[config.mk]
export PLATFORM = sky130hd
export DESIGN_NAME = wishbone_request_slice
export DESIGN_NICKNAME = d
export VERILOG_FILES = /design/src/rtl/wishbone_request_slice.sv
export SDC_FILE = /design/constraint.sdc
export NUM_CORES = 1
export LEC_CHECK = 0
export ABC_AREA = 1
export CORE_ASPECT_RATIO = 0.75
export CORE_MARGIN = 5
export CORE_UTILIZATION = 46
export CTS_BUF_LIST = sky130_fd_sc_hd__clkbuf_4
export DETAILED_ROUTE_END_ITERATION = 10
export PLACE_DENSITY = 0.93
export SLEW_MARGIN = 20
export SYNTH_ARGS = -nofsm -noshare
export SYNTH_HDL_FRONTEND = slang
export SYNTH_SLANG_ARGS = --single-unit
[constraint.sdc]
create_clock -name i_clk -period 3.2 [get_ports i_clk]
set_input_delay 0.64 -clock i_clk [delete_from_list [all_inputs] [get_ports i_clk]]
set_output_delay 0.64 -clock i_clk [all_outputs]
set_load 0.02 [all_outputs]
[src/rtl/wishbone_request_slice.sv]
// Registered single-outstanding Wishbone (pipelined) request/response slice.
// Optional hung-transfer timeout is built when WISHBONE_REQUEST_SLICE_TIMEOUT_EN is defined.
module wishbone_request_slice #(
  parameter int ADDRESS_WIDTH  = 16,
  parameter int DATA_WIDTH     = 32,
  parameter int TIMEOUT_CYCLES = 256
) (
  input  logic                      i_clk,
  input  logic                      i_rst_n,
  // upstream (bridge master) side
  input  logic                      s_cyc,
  input  logic                      s_stb,
  input  logic                      s_we,
  input  logic [ADDRESS_WIDTH-1:0]  s_adr,
  input  logic [DATA_WIDTH-1:0]     s_dat_w,
  input  logic [DATA_WIDTH/8-1:0]   s_sel,
  output logic                      s_stall,
  output logic                      s_ack,
  output logic                      s_err,
  output logic                      s_rty,
  output logic [DATA_WIDTH-1:0]     s_dat_r,
  // downstream (register block) side
  output logic                      m_cyc,
  output logic                      m_stb,
  output logic                      m_we,
  output logic [ADDRESS_WIDTH-1:0]  m_adr,
  output logic [DATA_WIDTH-1:0]     m_dat_w,
  output logic [DATA_WIDTH/8-1:0]   m_sel,
  input  logic                      m_stall,
  input  logic                      m_ack,
  input  logic                      m_err,
  input  logic                      m_rty,
  input  logic [DATA_WIDTH-1:0]     m_dat_r
);

  localparam int SEL_WIDTH = DATA_WIDTH / 8;

  typedef enum logic [1:0] {
    ST_IDLE,
    ST_REQUEST,
    ST_WAIT_RESP,
    ST_RESPOND
  } state_e;

  typedef enum logic [1:0] {
    RSP_ACK,
    RSP_ERR,
    RSP_RTY
  } rsp_e;

  if (TIMEOUT_CYCLES < 1) begin : g_timeout_range_check
    $error("TIMEOUT_CYCLES must be at least 1");
  end

  state_e                   state_q, state_d;
  logic                     we_q, we_d;
  logic [ADDRESS_WIDTH-1:0] adr_q, adr_d;
  logic [DATA_WIDTH-1:0]    dat_w_q, dat_w_d;
  logic [SEL_WIDTH-1:0]     sel_q, sel_d;
  rsp_e                     rsp_q, rsp_d;
  logic [DATA_WIDTH-1:0]    dat_r_q, dat_r_d;

  logic busy;
  logic rsp_any;
  logic timeout_hit;

  assign busy    = (state_q == ST_REQUEST) || (state_q == ST_WAIT_RESP);
  assign rsp_any = m_ack || m_err || m_rty;

`ifdef WISHBONE_REQUEST_SLICE_TIMEOUT_EN
  localparam int CNT_W = $clog2(TIMEOUT_CYCLES + 1);

  logic [CNT_W-1:0] tmo_cnt_q, tmo_cnt_d;

  // Held at zero while idle so it reads 0 in the first REQUEST cycle.
  always_comb begin
    tmo_cnt_d = tmo_cnt_q;
    if (state_q == ST_IDLE) begin
      tmo_cnt_d = '0;
    end else if (busy) begin
      tmo_cnt_d = tmo_cnt_q + 1'b1;
    end
  end

  // The increment taken this cycle would reach TIMEOUT_CYCLES.
  assign timeout_hit = busy && (tmo_cnt_q == CNT_W'(TIMEOUT_CYCLES - 1));

  always_ff @(posedge i_clk or negedge i_rst_n) begin
    if (!i_rst_n) begin
      tmo_cnt_q <= '0;
    end else begin
      tmo_cnt_q <= tmo_cnt_d;
    end
  end
`else
  assign timeout_hit = 1'b0;
`endif

  // State and captured request/response registers.
  always_ff @(posedge i_clk or negedge i_rst_n) begin
    if (!i_rst_n) begin
      state_q <= ST_IDLE;
      we_q    <= 1'b0;
      adr_q   <= '0;
      dat_w_q <= '0;
      sel_q   <= '0;
      rsp_q   <= RSP_ACK;
      dat_r_q <= '0;
    end else begin
      // NOTE: non-blocking assignments here so every register samples pre-edge values.
      state_q <= state_d;
      we_q    <= we_d;
      adr_q   <= adr_d;
      dat_w_q <= dat_w_d;
      sel_q   <= sel_d;
      rsp_q   <= rsp_d;
      dat_r_q <= dat_r_d;
    end
  end

  // Next-state and capture logic.
  always_comb begin
    // NOTE: every target gets a default first so no path leaves it unassigned (no latch).
    state_d = state_q;
    we_d    = we_q;
    adr_d   = adr_q;
    dat_w_d = dat_w_q;
    sel_d   = sel_q;
    rsp_d   = rsp_q;
    dat_r_d = dat_r_q;

    unique case (state_q)
      ST_IDLE: begin
        if (s_cyc && s_stb) begin
          state_d = ST_REQUEST;
          we_d    = s_we;
          adr_d   = s_adr;
          dat_w_d = s_dat_w;
          sel_d   = s_sel;
        end
      end
      ST_REQUEST: begin
        if (!m_stall && rsp_any) begin
          state_d = ST_RESPOND;
        end else if (timeout_hit) begin
          state_d = ST_RESPOND;
        end else if (!m_stall) begin
          state_d = ST_WAIT_RESP;
        end
      end
      ST_WAIT_RESP: begin
        if (rsp_any || timeout_hit) begin
          state_d = ST_RESPOND;
        end
      end
      ST_RESPOND: begin
        state_d = ST_IDLE;
      end
      default: begin
        state_d = ST_IDLE;
      end
    endcase

    // A response seen while the request is still stalled is not a valid reply.
    if (busy && state_d == ST_RESPOND) begin
      if (rsp_any && !(state_q == ST_REQUEST && m_stall)) begin
        if (m_err) begin
          rsp_d   = RSP_ERR;
          dat_r_d = '0;
        end else if (m_rty) begin
          rsp_d   = RSP_RTY;
          dat_r_d = '0;
        end else begin
          rsp_d   = RSP_ACK;
          dat_r_d = m_dat_r;
        end
      end else begin
        rsp_d   = RSP_ERR;
        dat_r_d = '0;
      end
    end
  end

  // Outputs decoded from state; the response pulse is dropped if the master abandoned the cycle.
  always_comb begin
    s_stall = 1'b1;
    s_ack   = 1'b0;
    s_err   = 1'b0;
    s_rty   = 1'b0;
    m_cyc   = 1'b0;
    m_stb   = 1'b0;

    unique case (state_q)
      ST_IDLE: begin
        s_stall = 1'b0;
      end
      ST_REQUEST: begin
        m_cyc = 1'b1;
        m_stb = 1'b1;
      end
      ST_WAIT_RESP: begin
        m_cyc = 1'b1;
      end
      ST_RESPOND: begin
        s_err = s_cyc && (rsp_q == RSP_ERR);
        s_rty = s_cyc && (rsp_q == RSP_RTY);
        s_ack = s_cyc && (rsp_q == RSP_ACK);
      end
      default: begin
        s_stall = 1'b1;
      end
    endcase
  end

  assign m_we    = we_q;
  assign m_adr   = adr_q;
  assign m_dat_w = dat_w_q;
  assign m_sel   = sel_q;
  assign s_dat_r = dat_r_q;

endmodule

==> results.yml, run 1 <==
run_status:
  status: "complete, no violations"
power_and_ir_drop:
  switchingPower_mw: 2.61
  power.total_mw: 5.90
  comb_power_share: 0.553
  vdd_ir_drop_max_mv: 0.561
  power_frac_clock: 0.105
  intPower_mw: 3.29
  p_leak_nw: 2.92
  p_sw_frac: 0.443
  p_per_area_nw_per_um2: 985
  power_frac_seq: 0.342
global_routing:
  antenna_found_initial: 0
  use_met1: 0.285
  use_met2: 0.348
  met3_usage: 0.0663
  grt_first_pass_wirelength_um: 18200
  grt-ovfl-total: 0
  track_usage: 0.216
  grt_pass1_vias: 3681
  grt_busiest_layer: "met2"
  grt_max_degree: 90
yosys:
  synthTopCellsByCount: "nand2_1, dfrtp_1, nand3_1, nor2_1, nand4_1"
  ys_types: 18
  synth.most_common_cell: "nand2_1"
  synth_area_leaders: "dfrtp_1, nand2_1, nand4_1"
  ys_warn_count: 0
  synth_edf_count: 0
  synth_top_area_share: 0.562
  syn-num-nets: 587
  synthesis.area_um2: 3970
  ys_seq_area_frac: 0.562
  avgSynthCellArea_um2: 8.11
  synth-main-ff-cell: "dfrtp_1"
  ys_ff_latch: 89
  yosysTopAreaCell: "dfrtp_1"
  ys_async_sr_fraction: 1.00
  syn-instance-count: 489
final_layout:
  seqCellArea_um2: 2230
  drive_gt1_frac: 0.0468
  diodes: 0
  layoutNonFillerInstCount: 771
  area_growth_pct: 50.9
  fin_nets: 756
  fillers: 638
  multi_input_area_um2: 1550
floorplanning:
  die_h_um: 90.4
  die_x_um: 117
  die_area_um2: 10600
  fp.coreArea_um2: 8420
  ios: 184
  num_rows: 29
  start_util: 0.471
route:
  wl_per_cell_um: 15.2
  viasPerCell: 5.07
  drtAntennaViolNets: 0
  vias: 3910
  finalWirelength_um: 11700
  drtIter0Drc: 312
  drt-pass1-iter-count: 5
  drc: 0
critical_path:
  startpoint_type: "input port"
  required_ns: 2.56
  cp-end-kind: "output pin"
  worst_r2r_path_depth: 6
  worst-path-max-fanout: 3
  arrival_ns: 2.18
  path_class: "in -> out"
clock_network:
  cts_tree: "done"
  cts_buffers: 9
  cts.sinks: 89
  clkSlewWorstSetupHoldPaths_ns: 0.13
  cts_max_level: 3
  clock_path_buffers: 2
  root_buffer: "clkbuf_4"
  insertion_delay_ns: 0.43
  post_cts_buffers: 0
  hold_buffers: 0
  cts.repair.resized: 0
timing:
  skew_ns: 0.0269
  tns_ns: 0
  worst_pin_slew_ns: 0.846
  timing.fmax_mhz: 354
  rsz0062_at_grt: "no"
  fin_crit_ns: 2.82
  period_share: 0.882
  slew_headroom: 0.435
  maxSlewViolCount: 0
  finalHoldViolations: 0
  setup_viol: 0
  fin_ws_ns: 0.378
job:
  drv_cap: 0
placed_design:
  gp_congestion: 0.884
  dp_hpwl_um: 8530
  dp_worst_setup_slack_ns: 0.406
  port_buffers: 183
  dp_cells: 755
hold_path:
  min_path_type: "in -> async"
[power groups by stage]
stage               clock network, mW  registers, mW  logic, mW
finish                          0.621           2.01       3.26
global route                    0.688           2.08       3.51
CTS                             0.638           2.01       3.29
detailed placement                  0           2.02       3.28
global placement                    0           2.00       3.17
floorplan                           0           2.64       1.07
[layer usage]
layer | part of all wire | up-vias | wire length [µm]
li1 | - | 1891 | -
met1 | 0.42 | 1814 | 4970
met2 | 0.46 | 192 | 5440
met3 | 0.10 | 13 | 1210
met4 | 0.010 | 0 | 123
met5 | 0 | - | 0
[through the flow]
stage / hold slack (ns) / utilization / cell area, µm²
2_1_floorplan: 0.344 / - / 3970
3_3_place_gp: 0.452 / 0.694 / 5840
3_5_place_dp: 0.458 / 0.694 / 5840
4_1_cts: 0.440 / 0.711 / 5980
5_1_grt: 0.306 / 0.711 / 5990
6_report: 0.259 / 0.711 / 5990
[final timing paths]
check / startpoint / to / slack [ns]
max: s_cyc / s_rty / 0.38
min: i_rst_n / m_sel[2] / 0.26
max reg2reg: state_q[1] / s_dat_r[24] / 0.95
min reg2reg: s_dat_r[21] / s_dat_r[21] / 0.49
max in group asynchronous: i_rst_n / state_q[0] / 2.40
min in group i_clk: s_dat_r[21] / s_dat_r[21] / 0.49
[sequential cells by signal, indices dropped and copies added, names as in the netlist]
| signal | flops |
|---|---|
| m_dat_w | 32 |
| s_dat_r | 32 |
| m_adr | 16 |
| m_sel | 4 |
| rsp_q | 2 |
| state_q | 2 |
| m_we | 1 |
[cells by family after synthesis]
group,Yosys count,synth area share
AO/OA/AOI/OAI,1,0.00221
adder cells (fa/ha/maj),5,0.0158
buffers and inverters,44,0.0467
flip-flops,89,0.562
AND/OR/NAND/NOR,350,0.374
[critical path: stages]
cell and delay (ns):
clkdlybuf4s50_1 0.52, inv_1 0.08, nor4_1 0.28, clkdlybuf4s50_1 0.66
[area by class of cell]
| type | count | share of cell area |
|---|---|---|
| tap | 108 | 0.0226 |
| clock inverter | 5 | 0.00941 |
| inverter | 12 | 0.00753 |
| multi-input combinational | 356 | 0.260 |
| sequential | 89 | 0.372 |
| clock buffer | 11 | 0.0138 |
| timing repair buffer | 190 | 0.315 |
[placed cells by master, fill, tap and decap left out, drive strengths merged]
master	n
clkdlybuf4s50	182
nand3	38
inv	12
clkbuf	11
bufinv	1
nor2	37
clkinvlp	3
nor4	2
nand2	239
clkinv	1
a21oi	1
ha	5
nand4	34
buf	8
dfrtp	89
Power figures use the tool's default switching activity.
==> inputs of run 2 (changes only) <==
- ABC_AREA: 1 -> 0
- CORE_UTILIZATION: 46 -> 45
- TNS_END_PERCENT: unset -> 10
==> results.yml, run 2 <==
run_status:
  status: "complete, no violations"
timing:
  maxSlewViolCount: 0
  setup_viol: 0
  tns_ns: 0
  period_share: 0.877
  skew_ns: 0.0148
  rsz0062_at_grt: "no"
  fin_ws_ns: 0.393
  finalHoldViolations: 0
  fin_crit_ns: 2.81
  hold_ws_ns: 0.227
  timing.fmax_mhz: 356
  worst_pin_slew_ns: 0.809
  slew_headroom: 0.461
route:
  drtIter0Drc: 100
  drt-pass1-iter-count: 4
  viasPerCell: 5.19
  drc: 0
  drtAntennaViolNets: 0
  top_layer: "met4"
  wl_met2_um: 5230
  finalWirelength_um: 10500
  wl_met1_um: 3900
  wl_per_cell_um: 17.8
  wl_met3_um: 1140
  vias: 3048
final_layout:
  layoutNonFillerInstCount: 587
  diodes: 0
  final_core_util: 0.701
  fillers: 619
  fin_nets: 572
  final_area_um2: 5850
  multi_input_area_um2: 1320
  drive_gt1_frac: 0.192
  area_growth_pct: 54.5
  layout_common_cells: "clkdlybuf4s50_1, dfrtp_1, mux2_2"
  layout_commonest_cell: "clkdlybuf4s50_1"
  seqCellArea_um2: 2230
yosys:
  ys_async_sr_fraction: 1.00
  synth-main-ff-cell: "dfrtp_1"
  synthMuxAreaShare: 0.166
  synth.most_common_cell: "dfrtp_1"
  synth_top_area_share: 0.588
  ys_ff_latch: 89
  synth_top_family_by_area: "multiplexers"
  ys_types: 29
  syn-num-nets: 393
  synthTopCellsByCount: "dfrtp_1, mux2_2, inv_1, nand4_1, o22ai_1"
  avgSynthCellArea_um2: 12.8
  yosysTopAreaCell: "dfrtp_1"
  synthAdderAreaFrac: 0.0165
  synthSimpleGateAreaFrac: 0.0767
  ys_warn_count: 0
  synth_area_leaders: "dfrtp_1, mux2_2, nand4_1"
  synth_edf_count: 0
  ys_seq_area_frac: 0.588
  synthesis.area_um2: 3780
  synth-xor-area-share: 0
  syn-instance-count: 295
  synth-compound-area-share: 0.0873
global_routing:
  antenna_found_initial: 0
  grt_pass1_vias: 3229
  track_usage: 0.202
  grt_first_pass_wirelength_um: 16200
  grt_max_degree: 90
  grt-ovfl-total: 0
floorplanning:
  die_x_um: 116
  die_area_um2: 10400
  start_util: 0.454
  die_h_um: 89.4
  fp.coreArea_um2: 8350
  ios: 184
  num_rows: 29
clock_network:
  cts.sinks: 89
  cts_max_level: 3
  hold_buffers: 0
  root_buffer: "clkbuf_4"
  clkSlewWorstSetupHoldPaths_ns: 0.15
  cts_buffers: 9
  clock_path_buffers: 2
  cts_tree: "done"
  insertion_delay_ns: 0.42
  cts.repair.resized: 0
  post_cts_buffers: 0
placed_design:
  gp_congestion: 0.809
  dp_worst_setup_slack_ns: 0.388
  dp_hpwl_um: 7670
  dp_cells: 571
  post_dp_cell_area_um2: 5710
  port_buffers: 183
power_and_ir_drop:
  p_leak_nw: 2.40
  vdd_ir_drop_max_mv: 0.590
  power.total_mw: 5.83
  p_per_area_nw_per_um2: 997
critical_path:
  worst-path-max-fanout: 3
  arrival_ns: 2.17
  required_ns: 2.56
  startpoint_type: "input port"
  path_class: "in -> out"
  cp-end-kind: "output pin"
  worst_r2r_path_depth: 7
  r2r_setup_slack_ns: 0.92
job:
  drv_cap: 0
hold_path:
  min_path_type: "in -> async"
-- run 2: changes by cell type in the layout (fill, tap and decap cells not counted), moves of 10 or more --
cell	delta
nand2_1	-232
mux2_2	+53
nand3_1	-37
nor2_1	-34
inv_1	+27
o22ai_1	+22
o22ai_2	+10
-- run 2: kinds of logic after synthesis --
| group | count (synthesis) |
|---|---|
| AO/OA/AOI/OAI | 40 |
| adder cells (fa/ha/maj) | 5 |
| buffers and inverters | 58 |
| flip-flops | 89 |
| multiplexers | 55 |
| AND/OR/NAND/NOR | 48 |
-- run 2: final timing paths --
path | start | endpoint
setup / recovery | s_cyc | s_err
hold / removal | i_rst_n | m_dat_w[8]
setup reg to reg | state_q[1] | s_dat_r[12]
hold reg to reg | m_sel[0] | m_sel[0]
max in group asynchronous | i_rst_n | m_adr[13]
min in group i_clk | m_sel[0] | m_sel[0]
-- run 2: where the power goes --
group / switching, mW / internal [mW]
clock network: 0.394 / 0.238
logic: 1.71 / 1.58
registers: 0.283 / 1.63
-- run 2: final cells by class --
cell class              instances  share of cell area
clock buffers                   9              0.0116
clock inverters                 7              0.0120
inverters                      37              0.0237
multi-input cells             148               0.226
flip-flops and latches         89               0.381
well taps                     108              0.0231
repair buffers                189               0.323
-- run 2: critical path: stages --
cell	delay [ns]
clkdlybuf4s50_1	0.52
nand2_1	0.12
nor3b_1	0.24
clkdlybuf4s50_1	0.65
-- run 2: routing by layer --
layer	track usage	vias up
met2	0.344	139
met1	0.238	1485
met4	0.0632	0
met3	0.0812	16
li1	-	1408
met5	0	-
==> inputs of run 3 (changes only) <==
- CAP_MARGIN: unset -> 0
- GPL_ROUTABILITY_DRIVEN: unset -> 0
- PLACE_DENSITY: 0.93 -> unset
- PLACE_DENSITY_LB_ADDON: unset -> 0.15
==> results.yml, run 3 (same netlist as run 2, synthesis figures left out) <==
run_status:
  status: "complete, no violations"
timing:
  worst_pin_slew_ns: 0.677
  skew_ns: 0.00807
  timing.fmax_mhz: 363
  slew_headroom: 0.549
  setup_viol: 0
  rsz0062_at_grt: "no"
  tns_ns: 0
  finalHoldViolations: 0
  fin_crit_ns: 2.75
  hold_ws_ns: 0.219
  maxSlewViolCount: 0
  period_share: 0.860
power_and_ir_drop:
  p_leak_nw: 2.41
  p_per_area_nw_per_um2: 983
  vdd_ir_drop_max_mv: 0.717
final_layout:
  fin_nets: 573
  final_area_um2: 5850
  diodes: 0
  final_core_util: 0.701
  layout_commonest_cell: "clkdlybuf4s50_1"
  layout_common_cells: "clkdlybuf4s50_1, dfrtp_1, mux2_2"
  layoutNonFillerInstCount: 588
  area_growth_pct: 54.6
  drive_gt1_frac: 0.198
floorplanning:
  die_h_um: 89.4
  fp.coreArea_um2: 8350
  start_util: 0.454
  die_area_um2: 10400
  ios: 184
  num_rows: 29
  die_x_um: 116
critical_path:
  worst-path-buf-inv: 2
  worst_r2r_path_depth: 7
  cp_slowest_cell: "clkdlybuf4s50_1"
  path_cells: "clkdlybuf4s50_1, nand2_1, nor3b_1, clkdlybuf4s50_1"
  worst-path-max-fanout: 3
  required_ns: 2.56
  startpoint_type: "input port"
  cp-end-kind: "output pin"
  cp.depth: 4
  arrival_ns: 2.11
  cp_common_cell: "clkdlybuf4s50_1"
  crit_family: "buffers and inverters"
  slowest_delay_ns: 0.63
  path_class: "in -> out"
clock_network:
  clock_path_buffers: 2
  insertion_delay_ns: 0.42
  cts_max_level: 3
  cts.sinks: 89
  root_buffer: "clkbuf_4"
  hold_buffers: 0
  cts.repair.resized: 0
  clkSlewWorstSetupHoldPaths_ns: 0.15
  post_cts_buffers: 0
  cts_buffers: 9
  cts_tree: "done"
route:
  vias: 2978
  drtIter0Drc: 122
  viasPerCell: 5.06
  drc: 0
  finalWirelength_um: 9870
  drtAntennaViolNets: 0
  drt-pass1-iter-count: 5
  wl_per_cell_um: 16.8
placed_design:
  port_buffers: 183
  dp_cells: 572
  dp_hpwl_um: 7120
  post_dp_cell_area_um2: 5730
job:
  drv_cap: 0
global_routing:
  grt-ovfl-total: 0
  grt_max_degree: 90
  track_usage: 0.190
  grt_pass1_vias: 3015
  grt_first_pass_wirelength_um: 15200
  antenna_found_initial: 0
hold_path:
  min_path_type: "in -> async"
run 3: cell type report:
type,instances,area [µm²]
Inverter,37,139
Tap cell,108,135
Multi-Input combinational cell,148,1320
Clock buffer,10,75.1
Timing Repair Buffer,190,1910
Clock inverter,6,48.8
Fill cell,659,2490
Sequential cell,89,2230
run 3: where the power goes:
part           switching (mW)  internal (mW)
registers               0.261           1.63
clock network           0.400          0.181
logic                    1.70           1.58
run 3: path summary, 6_finish.rpt:
| path | start | endpoint | slack [ns] |
|---|---|---|---|
| min | i_rst_n | m_dat_w[21] | 0.22 |
| min reg2reg | m_dat_w[12] | m_dat_w[12] | 0.52 |
| max | s_cyc | s_err | 0.45 |
| max in group asynchronous | i_rst_n | s_dat_r[27] | 2.61 |
| min in group i_clk | m_dat_w[12] | m_dat_w[12] | 0.52 |
| max reg2reg | state_q[1] | s_dat_r[0] | 0.96 |
run 3: routing by layer:
| metal | track usage | vias to the layer above | part of all wire |
|---|---|---|---|
| li1 | - | 1405 | - |
| met4 | 0.0580 | 0 | 0.014 |
| met5 | 0 | - | 0 |
| met2 | 0.316 | 114 | 0.49 |
| met1 | 0.231 | 1445 | 0.39 |
| met3 | 0.0724 | 14 | 0.097 |
run 3: through the flow:
stage,power (mW),setup slack [ns]
2_1_floorplan,3.73,1.22
3_3_place_gp,5.16,0.458
3_5_place_dp,5.23,0.436
4_1_cts,5.82,0.429
5_1_grt,6.10,0.279
6_report,5.75,0.448
==> variant 1: new RTL, settings of run 3 <==
`DATA_WIDTH`: 32 -> 28.
--- a/src/rtl/wishbone_request_slice.sv
+++ b/src/rtl/wishbone_request_slice.sv
@@ -3,5 +3,5 @@
 module wishbone_request_slice #(
   parameter int ADDRESS_WIDTH  = 16,
-  parameter int DATA_WIDTH     = 32,
+  parameter int DATA_WIDTH     = 28,
   parameter int TIMEOUT_CYCLES = 256
 ) (
Interface: changed (6 resized); port bits go from 184 to 166. The function was not compared with the original's and may differ.
==> variant 1 against run 3 <==
Area after synthesis fell by 7.0%. Die area shrank 6.3%. Non-clock buffer count decreased by 19. First-iteration DRC count shrank 30%. Sequential share of layout area decreased by 0.82 points. Setup slack worse by 0.043 ns. Synthesized cell count fell by 9.5%. Design area down 8.1%. Routed wire length is 7.0% lower. Total power fell by 6.7%. Via count fell by 9.1%. Register-to-register slack worse by 0.05 ns. Cell count is 8.2% lower. Sequential cell count fell by 9. Critical path type unchanged. Largest power group unchanged.
==> variant 1: results (changes against run 3) <==
Max Buffers Root-to-Sink = 2 (unchanged)
Final #Nets = 519 (-9.4%)
R2R setup slack = 0.91 ns (-0.05 ns)
CTS Buf Count = 9 (unchanged)
GRT Total Usage = 0.190 (+0.000492)
Synth top cells by count = dfrtp_1, mux2_2, inv_1
via count = 2708 (-9.1%)
hpwl dp = 6.54 mm (-8.1%)
sequential share of the synthesized area = 0.569 (-0.0198)
Reg clk slew, reported paths = 0.13 ns (-0.02 ns)
Max VDD drop = 0.728 mV (+1.5%)
first drt pass iteration count = 4 (-1)
Synthesized Nets = 356 (-9.4%)
CP Data Arrival Time = 2.15 ns (+0.04 ns)
number of DRC markers in iteration 0 = 85 (-30%)
r2r endpoint = s_dat_r[6]
leakage power = 2.19 nW (-9.3%)
Post-synth top flop = dfrtp_1
clk_skew = 0.0127 ns (+0.00459 ns)
count of final hold-check violations = 0 (unchanged)
vias in the first global route = 2859 (-5.2%)
outcome = completed
Fillers = 598 (-9.3%)
Hold Crit Class = primary input to async pin
IO Port Bufs = 165 (-9.8%)
synth unique cells = 27 (-6.9%)
PostCTS Resize Cnt = 0 (unchanged)
layout cells sized above 1 = 0.228 (+0.0297)
largest net degree at the start of global routing = 81 (-10%)
first-pass GRT wire length = 14.7 mm (-3.6%)
Hold Slack = 0.203 ns (-0.0157 ns)
top cells by area, synth = dfrtp_1, mux2_2, o22ai_2
mean routed wirelength per cell = 17.0 µm (+1.3%)
Slew HR = 0.512 (-0.0368)
==> variant 1: cell count changes in the layout (fill, tap and decap cells not counted), sizes merged <==
cell	delta
o22ai	-4
inv	-7
buf	-1
clkinv	+1
mux2	-5
clkdlybuf4s50	-18
clkinvlp	+1
nand4	-4
dfrtp	-9
bufinv	+1
==> variant 1: layout make-up <==
cell class,instances,area (µm²),share of cell area
multi-input cells,135,1280,0.238
well taps,105,131,0.0244
clock inverters,6,67.6,0.0126
inverters,33,124,0.0230
flip-flops and latches,80,2000,0.372
repair buffers,171,1700,0.316
clock buffers,10,75.1,0.0140
==> variant 1: worst max-delay path: stages <==
cell and delay, ns:
clkdlybuf4s50_1 0.52, nand2_1 0.11, nor3b_1 0.24, clkdlybuf4s50_1 0.64
==> variant 1: logic make-up (layout without fill, tap and decap cells) <==
logic type | count (synthesis) | after routing | share of synthesized area
AO/OA/AOI/OAI | 36 | 36 | 0.105
multiplexers | 50 | 50 | 0.160
AND/OR/NAND/NOR | 44 | 44 | 0.0771
flip-flops | 80 | 80 | 0.569
buffers and inverters | 52 | 220 | 0.0718
adder cells (fa/ha/maj) | 5 | 5 | 0.0178
==> variant 1: through the flow <==
step / power (mW) / util / setup slack (ns) / area [µm²] / instances
after global placement: 4.73 / 0.675 / 0.489 / 5230 / 524
final: 5.37 / 0.694 / 0.405 / 5380 / 540
after detailed placement: 4.81 / 0.675 / 0.389 / 5230 / 524
after CTS: 5.42 / 0.694 / 0.368 / 5370 / 540
after floorplan: 3.48 / - / 1.30 / 3520 / 267
after global routing: 5.69 / 0.694 / 0.329 / 5380 / 540
==> variant 1: per-layer routing <==
metal / track usage / up-vias / part of all wire
met1: 0.253 / 1313 / 0.44
met5: 0 / - / 0
li1: - / 1278 / -
met3: 0.0803 / 6 / 0.088
met4: 0.0328 / 0 / 0.0064
met2: 0.297 / 111 / 0.46
==> variant 1: power by group <==
part / internal, mW / switching (mW) / total (mW) / leakage [nW]
Sequential: 1.47 / 0.250 / 1.72 / 1.00
Clock: 0.250 / 0.350 / 0.600 / 0.0746
Combinational: 1.46 / 1.59 / 3.05 / 1.11
==> variant 1: worst max path at each step <==
stage | to | cells past startpoint
3_3_place_gp | s_rty | 4
2_1_floorplan | s_dat_r[10] | 8
6_report | s_rty | 4
4_1_cts | s_rty | 4
3_5_place_dp | s_rty | 4
5_1_grt | s_rty | 4
==> variant 2: new RTL, settings of run 3 <==
Made on the original files. `dat_r_q` no longer has a reset.
--- a/src/rtl/wishbone_request_slice.sv
+++ b/src/rtl/wishbone_request_slice.sv
@@ -106,5 +106,4 @@
       sel_q   <= '0;
       rsp_q   <= RSP_ACK;
-      dat_r_q <= '0;
     end else begin
       // NOTE: non-blocking assignments here so every register samples pre-edge values.
@@ -115,6 +114,9 @@
       sel_q   <= sel_d;
       rsp_q   <= rsp_d;
-      dat_r_q <= dat_r_d;
-    end
+    end
+  end
+
+  always_ff @(posedge i_clk) begin
+    dat_r_q <= dat_r_d;
   end
 
Behaviour: differs if i_rst_n is asserted again (counterexample within 4 cycles, from zero or initial values and one cycle with i_rst_n low); with i_rst_n held inactive, the same outputs for 10 cycles.
==> variant 2 against run 3 <==
Area after synthesis is 8.0% lower. Count of clock-buffer cells in the layout unchanged. Sequential power is 3% higher. Cell count decreased by 13%. Via count fell by 20%. Routed wire length is 14% lower. Setup slack lost 0.025 ns. Design area is 3.8% lower. Sequential cell count unchanged. Total power decreased by 8.0%. Clock skew is 0.0044 ns higher. Non-clock buffer count down 3. Critical path type unchanged. Largest cell class unchanged.
==> variant 2: results (changes against run 3) <==
Post-synth EDFFs = 32 (+32)
clk_skew = 0.0124 ns (+0.00438 ns)
Max Freq = 360 MHz (-0.91%)
Max VDD drop = 0.531 mV (-26%)
Synth top cells by count = dfrtp_1, mux2_2, and2_1, edfxtp_1
Synthesized Nets = 316 (-20%)
first drt pass iteration count = 4 (-1)
outcome = completed
layout cells sized above 1 = 0.190 (-0.00814)
vias in the first global route = 2571 (-15%)
final WL = 8.44 mm (-14%)
first-pass GRT wire length = 13.5 mm (-11%)
Worst R2R Start = state_q[1]
largest net degree at the start of global routing = 58 (-36%)
CP max FO = 4 (+1)
DP Area = 5450 µm² (-4.9%)
synth unique cells = 24 (-17%)
number of DRC markers in iteration 0 = 63 (-48%)
Worst Reg2Reg Path Length in Cells = 8 (+1)
placed cells = 497 (-13%)
GRT Total Usage = 0.179 (-0.0105)
vias per std cell = 4.63 (-8.7%)
r2r endpoint = s_dat_r[16]
asr flop ratio synth = 0.640 (-0.360)
CP Data Arrival Time = 2.14 ns (+0.03 ns)
Cells after Synth = 217 (-26%)
Reg clk slew, reported paths = 0.13 ns (-0.02 ns)
leakage power = 2.26 nW (-6.5%)
final non-filler cell total = 512 (-13%)
top cells by area, synth = dfrtp_1, edfxtp_1, mux2_2
hpwl dp = 6.35 mm (-11%)
## variant 2: cells by family after synthesis
logic type	after synthesis	share of synthesized area
muxes	55	0.179
buffers and inverters	14	0.0169
and+or+nand+nor	44	0.0762
adders and majority gates	6	0.0216
DFF	89	0.686
AOI/OAI and AO/OA	9	0.0209
## variant 2: through the flow
stage | hold slack [ns] | utilization | total power [mW]
floorplan | 0.344 | - | 3.24
global placement | 0.485 | 0.733 | 4.52
detailed placement | 0.493 | 0.733 | 4.58
CTS | 0.339 | 0.757 | 5.36
global route | 0.367 | 0.757 | 5.59
finish | 0.338 | 0.757 | 5.29
## variant 2: worst max-delay path: stages
cell and delay [ns]:
clkdlybuf4s50_1 0.54, nand2_1 0.11, nor3b_1 0.20, clkdlybuf4s50_1 0.65
## variant 2: where the power goes
| part | switching, mW | leakage [nW] | total [mW] | internal (mW) |
|---|---|---|---|---|
| Sequential | 0.224 | 0.956 | 1.95 | 1.72 |
| Clock | 0.363 | 0.0970 | 0.765 | 0.403 |
| Combinational | 1.24 | 1.20 | 2.58 | 1.34 |
| Total | 1.83 | 2.26 | 5.29 | 3.46 |
## variant 2: worst max-delay path by stage
stage,to,cells after the start
final,s_err,4
after CTS,s_err,4
after global routing,s_err,4
after global placement,s_err,4
after floorplan,s_dat_r[0],7
after detailed placement,s_err,4
## variant 2: layout make-up
type | instances | area [µm²]
multi-input cells | 114 | 1040
fillers | 491 | 1810
inverters | 6 | 22.5
repair buffers | 187 | 1870
well taps | 101 | 126
flip-flops and latches | 89 | 2390
clock buffers | 10 | 75.1
clock inverters | 5 | 105
## variant 2: layer usage
metal  GRT usage  share of wire
met1       0.209           0.40
met2       0.309           0.51
met3      0.0684          0.075
met4      0.0552          0.016
met5           0              0
